## src/rtl/demux1x8x32_buf_if.sv

```systemverilog
// Bundle of producer and consumer signals for the 1-to-8 word distributor.
// The producer/consumer side uses the master modport, the distributor uses slave.
interface demux1x8x32_buf_if;
  // producer side
  logic [31:0] In;
  logic [2:0]  Sel;
  logic        In_valid;
  logic        In_ready;

  // consumer side, one data register per lane
  logic [31:0] Out_0;
  logic [31:0] Out_1;
  logic [31:0] Out_2;
  logic [31:0] Out_3;
  logic [31:0] Out_4;
  logic [31:0] Out_5;
  logic [31:0] Out_6;
  logic [31:0] Out_7;
  logic [7:0]  Out_valid;
  logic [7:0]  Out_ready;

  // running count of accepted input words
  logic [15:0] Accept_cnt;

  modport master (
    output In, Sel, In_valid, Out_ready,
    input  In_ready,
    input  Out_0, Out_1, Out_2, Out_3, Out_4, Out_5, Out_6, Out_7,
    input  Out_valid, Accept_cnt
  );

  modport slave (
    input  In, Sel, In_valid, Out_ready,
    output In_ready,
    output Out_0, Out_1, Out_2, Out_3, Out_4, Out_5, Out_6, Out_7,
    output Out_valid, Accept_cnt
  );
endinterface

```

## src/rtl/demux1x8x32_buf.sv

```systemverilog
// Registered 1-to-8 word distributor. Each input word is steered by Sel into a
// one-entry lane buffer; every lane is drained by its own consumer handshake.
// The only combinational path is Sel/Out_valid/Out_ready -> In_ready.
module demux1x8x32_buf (
  input  logic               Clk,
  input  logic               Rst_n,
  demux1x8x32_buf_if.slave   bus
);
  localparam int unsigned LANES = 8;

  logic [31:0]      d_reg [LANES];
  logic [LANES-1:0] v_reg;
  logic [15:0]      cnt_reg;
  logic [15:0]      cnt_next;

  logic             in_ready;
  logic             acc;
  logic [LANES-1:0] load;
  logic [LANES-1:0] drn;

  // Only the selected lane decides readiness; a full lane that is being
  // drained this cycle can take a new word in the same cycle.
  assign in_ready     = ~v_reg[bus.Sel] | bus.Out_ready[bus.Sel];
  assign acc          = bus.In_valid & in_ready;
  assign bus.In_ready = in_ready;

  generate
    for (genvar gi = 0; gi < LANES; gi++) begin : g_lane
      assign load[gi] = acc & (bus.Sel == 3'(gi));
      assign drn[gi]  = v_reg[gi] & bus.Out_ready[gi];

      // Lane buffer: a load wins over a drain (old word leaves, new one lands);
      // a drain alone only clears the valid flag and keeps the data.
      always_ff @(posedge Clk or negedge Rst_n) begin
        if (!Rst_n) begin
          d_reg[gi] <= 32'h0;
          v_reg[gi] <= 1'b0;
        end else if (load[gi]) begin
          d_reg[gi] <= bus.In;
          v_reg[gi] <= 1'b1;
        end else if (drn[gi]) begin
          v_reg[gi] <= 1'b0;
        end
      end
    end
  endgenerate

  assign cnt_next = cnt_reg + 16'd1;

  // Accept counter, wraps modulo 2^16.
  always_ff @(posedge Clk or negedge Rst_n) begin
    if (!Rst_n) begin
      cnt_reg <= 16'h0;
    end else if (acc) begin
      cnt_reg <= cnt_next;
    end
  end

  assign bus.Out_valid  = v_reg;
  assign bus.Accept_cnt = cnt_reg;
  assign bus.Out_0      = d_reg[0];
  assign bus.Out_1      = d_reg[1];
  assign bus.Out_2      = d_reg[2];
  assign bus.Out_3      = d_reg[3];
  assign bus.Out_4      = d_reg[4];
  assign bus.Out_5      = d_reg[5];
  assign bus.Out_6      = d_reg[6];
  assign bus.Out_7      = d_reg[7];
endmodule

```

## src/flat_wrapper.sv

```systemverilog
// flat-port wrapper written by rule: the top's interface ports become plain ports
module demux1x8x32_buf_flat 
  (Clk, Rst_n, bus_In, bus_Sel, bus_In_valid, bus_Out_ready, bus_In_ready, bus_Out_0, bus_Out_1, bus_Out_2, bus_Out_3, bus_Out_4, bus_Out_5, bus_Out_6, bus_Out_7, bus_Out_valid, bus_Accept_cnt);
  demux1x8x32_buf_if bus_i ();
  input  logic Clk;
  input  logic Rst_n;
  input wire logic [$bits(bus_i.In)-1:0] bus_In;
  input wire logic [$bits(bus_i.Sel)-1:0] bus_Sel;
  input wire logic [$bits(bus_i.In_valid)-1:0] bus_In_valid;
  input wire logic [$bits(bus_i.Out_ready)-1:0] bus_Out_ready;
  output wire logic [$bits(bus_i.In_ready)-1:0] bus_In_ready;
  output wire logic [$bits(bus_i.Out_0)-1:0] bus_Out_0;
  output wire logic [$bits(bus_i.Out_1)-1:0] bus_Out_1;
  output wire logic [$bits(bus_i.Out_2)-1:0] bus_Out_2;
  output wire logic [$bits(bus_i.Out_3)-1:0] bus_Out_3;
  output wire logic [$bits(bus_i.Out_4)-1:0] bus_Out_4;
  output wire logic [$bits(bus_i.Out_5)-1:0] bus_Out_5;
  output wire logic [$bits(bus_i.Out_6)-1:0] bus_Out_6;
  output wire logic [$bits(bus_i.Out_7)-1:0] bus_Out_7;
  output wire logic [$bits(bus_i.Out_valid)-1:0] bus_Out_valid;
  output wire logic [$bits(bus_i.Accept_cnt)-1:0] bus_Accept_cnt;
  assign bus_i.In = bus_In;
  assign bus_i.Sel = bus_Sel;
  assign bus_i.In_valid = bus_In_valid;
  assign bus_i.Out_ready = bus_Out_ready;
  assign bus_In_ready = bus_i.In_ready;
  assign bus_Out_0 = bus_i.Out_0;
  assign bus_Out_1 = bus_i.Out_1;
  assign bus_Out_2 = bus_i.Out_2;
  assign bus_Out_3 = bus_i.Out_3;
  assign bus_Out_4 = bus_i.Out_4;
  assign bus_Out_5 = bus_i.Out_5;
  assign bus_Out_6 = bus_i.Out_6;
  assign bus_Out_7 = bus_i.Out_7;
  assign bus_Out_valid = bus_i.Out_valid;
  assign bus_Accept_cnt = bus_i.Accept_cnt;
  demux1x8x32_buf u_core (.Clk(Clk), .Rst_n(Rst_n), .bus(bus_i));
endmodule
```

## config.mk

```make
export PLATFORM = sky130hd
export DESIGN_NAME = demux1x8x32_buf_flat
export DESIGN_NICKNAME = d
export VERILOG_FILES = /design/src/rtl/demux1x8x32_buf_if.sv /design/src/rtl/demux1x8x32_buf.sv /design/src/flat_wrapper.sv
export SDC_FILE = /design/constraint.sdc
export NUM_CORES = 1
export LEC_CHECK = 0
export ABC_AREA = 1
export CORE_AREA = 2 2 175 177
export CTS_BUF_LIST = sky130_fd_sc_hd__clkbuf_8 sky130_fd_sc_hd__clkbuf_16
export DETAILED_ROUTE_END_ITERATION = 10
export DIE_AREA = 0 0 177 179
export PLACE_DENSITY = 0.68
export SYNTH_ARGS = -nofsm -noshare
export SYNTH_HDL_FRONTEND = slang
export SYNTH_SLANG_ARGS = --single-unit
```

## constraint.sdc

```tcl
create_clock -name Clk -period 2.1 [get_ports Clk]
set_clock_uncertainty 0.15 [all_clocks]
set_input_delay 0.42 -clock Clk [delete_from_list [all_inputs] [get_ports Clk]]
set_output_delay 0.42 -clock Clk [all_outputs]
set_load 0.005 [all_outputs]
```

==> results.yml, run 1 <==
floorplanning:
  fp-row-count: 64
  ioPinCount: 327
  start_util_pct: 39.2
  core_area_sq_um: 30000
  die_area_sq_um: 31700
  die_y_microns: 179
  die_w_microns: 177
timing:
  fin_crit_sh_pct: 99.5
  slew_headroom_pct: 66.7
  rsz0062_at_grt: "yes"
  tightest_slew_ns: 0.498
  max_freq_mhz: 478
  hold_viol_final: 0
  setup_viol: 0
  finalMaxSlewViolations: 0
  whs_ns: 0.0920
  setup_tns_ns: 0
  fin_crit_ns: 2.09
  setup_slack_ns: 0.00979
route:
  ant_nets: 0
  dr.first_iter.drc_count: 910
  wl_per_cell_microns: 18.7
  vias: 10800
  vias_per_cell: 5.09
  wirelength_microns: 39800
  route.detailed.drc: 0
  first_pass_iters: 5
worst_setup_path:
  r2r_setup_slack_ns: 0.13
  worst-path-max-fanout: 2
  arrival_ns: 1.52
  critPathRequiredTime_ns: 1.53
  worstSetupStartpoint: "u_core.bus.Out_valid[2]$_DFFE_PN0P_"
  regToRegStartpoint: "u_core.bus.Out_valid[2]$_DFFE_PN0P_"
  cp-start-kind: "flop"
  path_class: "reg2out"
  cp-end-kind: "output port"
finish:
  final_cells: 2123
  multi_input_area_sq_um: 4040
  antenna_cells: 0
  nets: 1752
  regArea_sq_um: 7010
  fillerInstances: 2619
  syn_to_final_growth_pct: 45.3
  drive_above_1_share_pct: 10.8
run:
  cap_violations: 0
global_routing:
  gr-usage-all-layers_pct: 25.0
  grt_pass1_vias: 10800
  grt_pass1_wl_microns: 61700
  grt_overflow_total: 0
  grt_max_degree: 65
  antenna_found_initial: 0
yosys:
  synth_top_area_share_pct: 59.5
  ys_seq_elements: 280
  synth_cells: 1351
  synthArstFlopShare_pct: 100
  synth.area.mux_share_pct: 0
  synth.distinct_cells: 23
  synthAdderAreaFrac_pct: 0.106
  seq_area_frac_synth_pct: 59.5
  synth_simple_gate_area_share_pct: 32.0
  avgSynthCellArea_sq_um: 8.72
  ys_top_cells_by_area: "dfrtp_1 (59%), nand2_1 (19%), nand3_1 (11%)"
  synth_compound_area_share_pct: 0.829
  synth_nets: 1398
  synth_top_family_by_area: "simple AND/OR/NAND/NOR gates"
  yosysWarnings: 0
  synth.most_common_cell: "nand2_1"
  yosys-top-cells-count: "nand2_1 (588), dfrtp_1 (280), nand3_1 (267), clkbuf_2 (30), buf_2 (29)"
  ys.flop_type: "dfrtp_1"
  netlist_area_sq_um: 11800
  synth_xor_area_share_pct: 0.744
  synth_top_area_cell: "dfrtp_1"
  synth-edff-count: 0
clocking:
  root_buffer: "clkbuf_16"
  htreeDepth: 1
  insertion_delay_ns: 0.54
  clk_pin_slew_ns: 0.06
  cts_buffers: 30
  cts_tree: "done"
  clk_path_buf_depth: 3
  clock_sinks: 280
power_and_ir_drop:
  p_leak_nw: 8.66
  p_total_mw: 17.9
  vdd_ir_drop_max_uv: 698
  power_density_nw_per_um2: 1050
place:
  dpl.hpwl_microns: 26800
  dp.cells: 2045
  gp_congestion: 0.893
  io_buffers: 326
  pre_cts_slack_ns: -0.572
min_path:
  hold_path.class: "in2reg"
  min_from: "bus_Out_ready[3]"
outcome:
  status: "finished clean"
## critical path, stage by stage (launching register included)
cell and delay (ns):
dfrtp_1 0.35, nand2_1 0.06, nand2_1 0.08, nand2_2 0.07
nand2_2 0.10, nand3_4 0.07, nand2_2 0.09, inv_2 0.05
buf_6 0.11
## cells by family (layout without fill, tap and decap cells)
family	Yosys count	in the layout
flops	280	280
xor+xnor	10	10
fa+ha+maj	1	1
simple gates	898	898
compound gates	19	19
buf+inv	143	519
## layout make-up
class	count	area share, %
clock buffer	39	5.18
multi-input combinational	928	23.6
tap	396	2.90
timing repair buffer	435	25.5
inverter	30	0.673
sequential	280	41.0
clock inverter	15	1.21
## registers in the layout (all words and copies together) (netlist names)
signal / count
u_core.bus.Out_0: 32
u_core.bus.Out_7: 32
u_core.bus.Out_5: 32
u_core.bus.Out_2: 32
u_core.bus.Out_3: 32
u_core.bus.Out_valid: 8
u_core.bus.Out_6: 32
u_core.bus.Accept_cnt: 16
u_core.bus.Out_1: 32
u_core.bus.Out_4: 32
## placed cells by master (no fill, tap or decap), types with 2 or more instances in the layout
| master | n |
|---|---|
| nor2_1 | 17 |
| bufinv_16 | 5 |
| inv_2 | 2 |
| dlymetal6s2s_1 | 7 |
| nand2_1 | 586 |
| clkbuf_16 | 31 |
| clkbuf_8 | 8 |
| dfrtp_1 | 276 |
| inv_1 | 29 |
| nor2_2 | 3 |
| nor2_4 | 8 |
| buf_4 | 85 |
| buf_6 | 3 |
| nand2_2 | 4 |
| o21ai_0 | 17 |
| xor2_1 | 10 |
| nand4_1 | 10 |
| dfrtp_2 | 4 |
| buf_12 | 20 |
| nand3_1 | 267 |
| clkinv_2 | 5 |
| clkdlybuf4s50_1 | 311 |
| dlygate4sd2_1 | 6 |
## final timing paths
path	to	cells past startpoint
min in group asynchronous	u_core.bus.Accept_cnt[9]$_DFFE_PN0P_	2
worst min register to register	u_core.bus.Out_5[15]$_DFFE_PN0P_	2
max in group asynchronous	u_core.bus.Out_2[11]$_DFFE_PN0P_	3
worst min-delay path	u_core.bus.Out_valid[3]$_DFFE_PN0P_	2
worst max-delay path	bus_In_ready	8
worst max register to register	u_core.bus.Out_6[25]$_DFFE_PN0P_	13
## metal layers
layer	part of all wire, %	global-route usage, %	vias to the layer above
li1	-	-	4992
met1	42	33.6	5270
met2	48	41.4	481
met3	7.5	4.64	60
met4	2.3	7.16	0
met5	0	0	-
## power by group
part	total, mW	internal, mW	switching, mW
clock network	5.76	3.57	2.20
logic	4.74	2.82	1.92
registers	7.42	6.58	0.837
total	17.9	13.0	4.96
## through the flow
step                util, %  instance area [sq um]
finish                 57.0                  17100
floorplan                 -                  11800
CTS                    56.6                  17000
global placement       52.6                  15800
detailed placement     52.6                  15800
global route           57.0                  17100
## repair_timing
| item | 4_1_cts | 5_1_grt |
|---|---|---|
| cloned | 1 | 0 |
| setup endpoints to repair | 8 | 14 |
| buffers inserted | 11 | 11 |
| resized for setup | 21 | 9 |
| pin swaps | 7 | 4 |
| hold endpoints to repair | 39 | 0 |
| hold buffers | 1 | 0 |
Note: power is estimated with default switching activity, not from simulation.
==> run 2: changes to the inputs <==
--- a/config.mk
+++ b/config.mk
@@ -11,6 +11,7 @@
 export DETAILED_ROUTE_END_ITERATION = 10
 export DIE_AREA = 0 0 177 179
 export PLACE_DENSITY = 0.68
+export SLEW_MARGIN = 10
 export SYNTH_ARGS = -nofsm -noshare
 export SYNTH_HDL_FRONTEND = slang
 export SYNTH_SLANG_ARGS = --single-unit
==> results of run 2 <==
Final layout, timing and power as in run 1 (identical DEF).
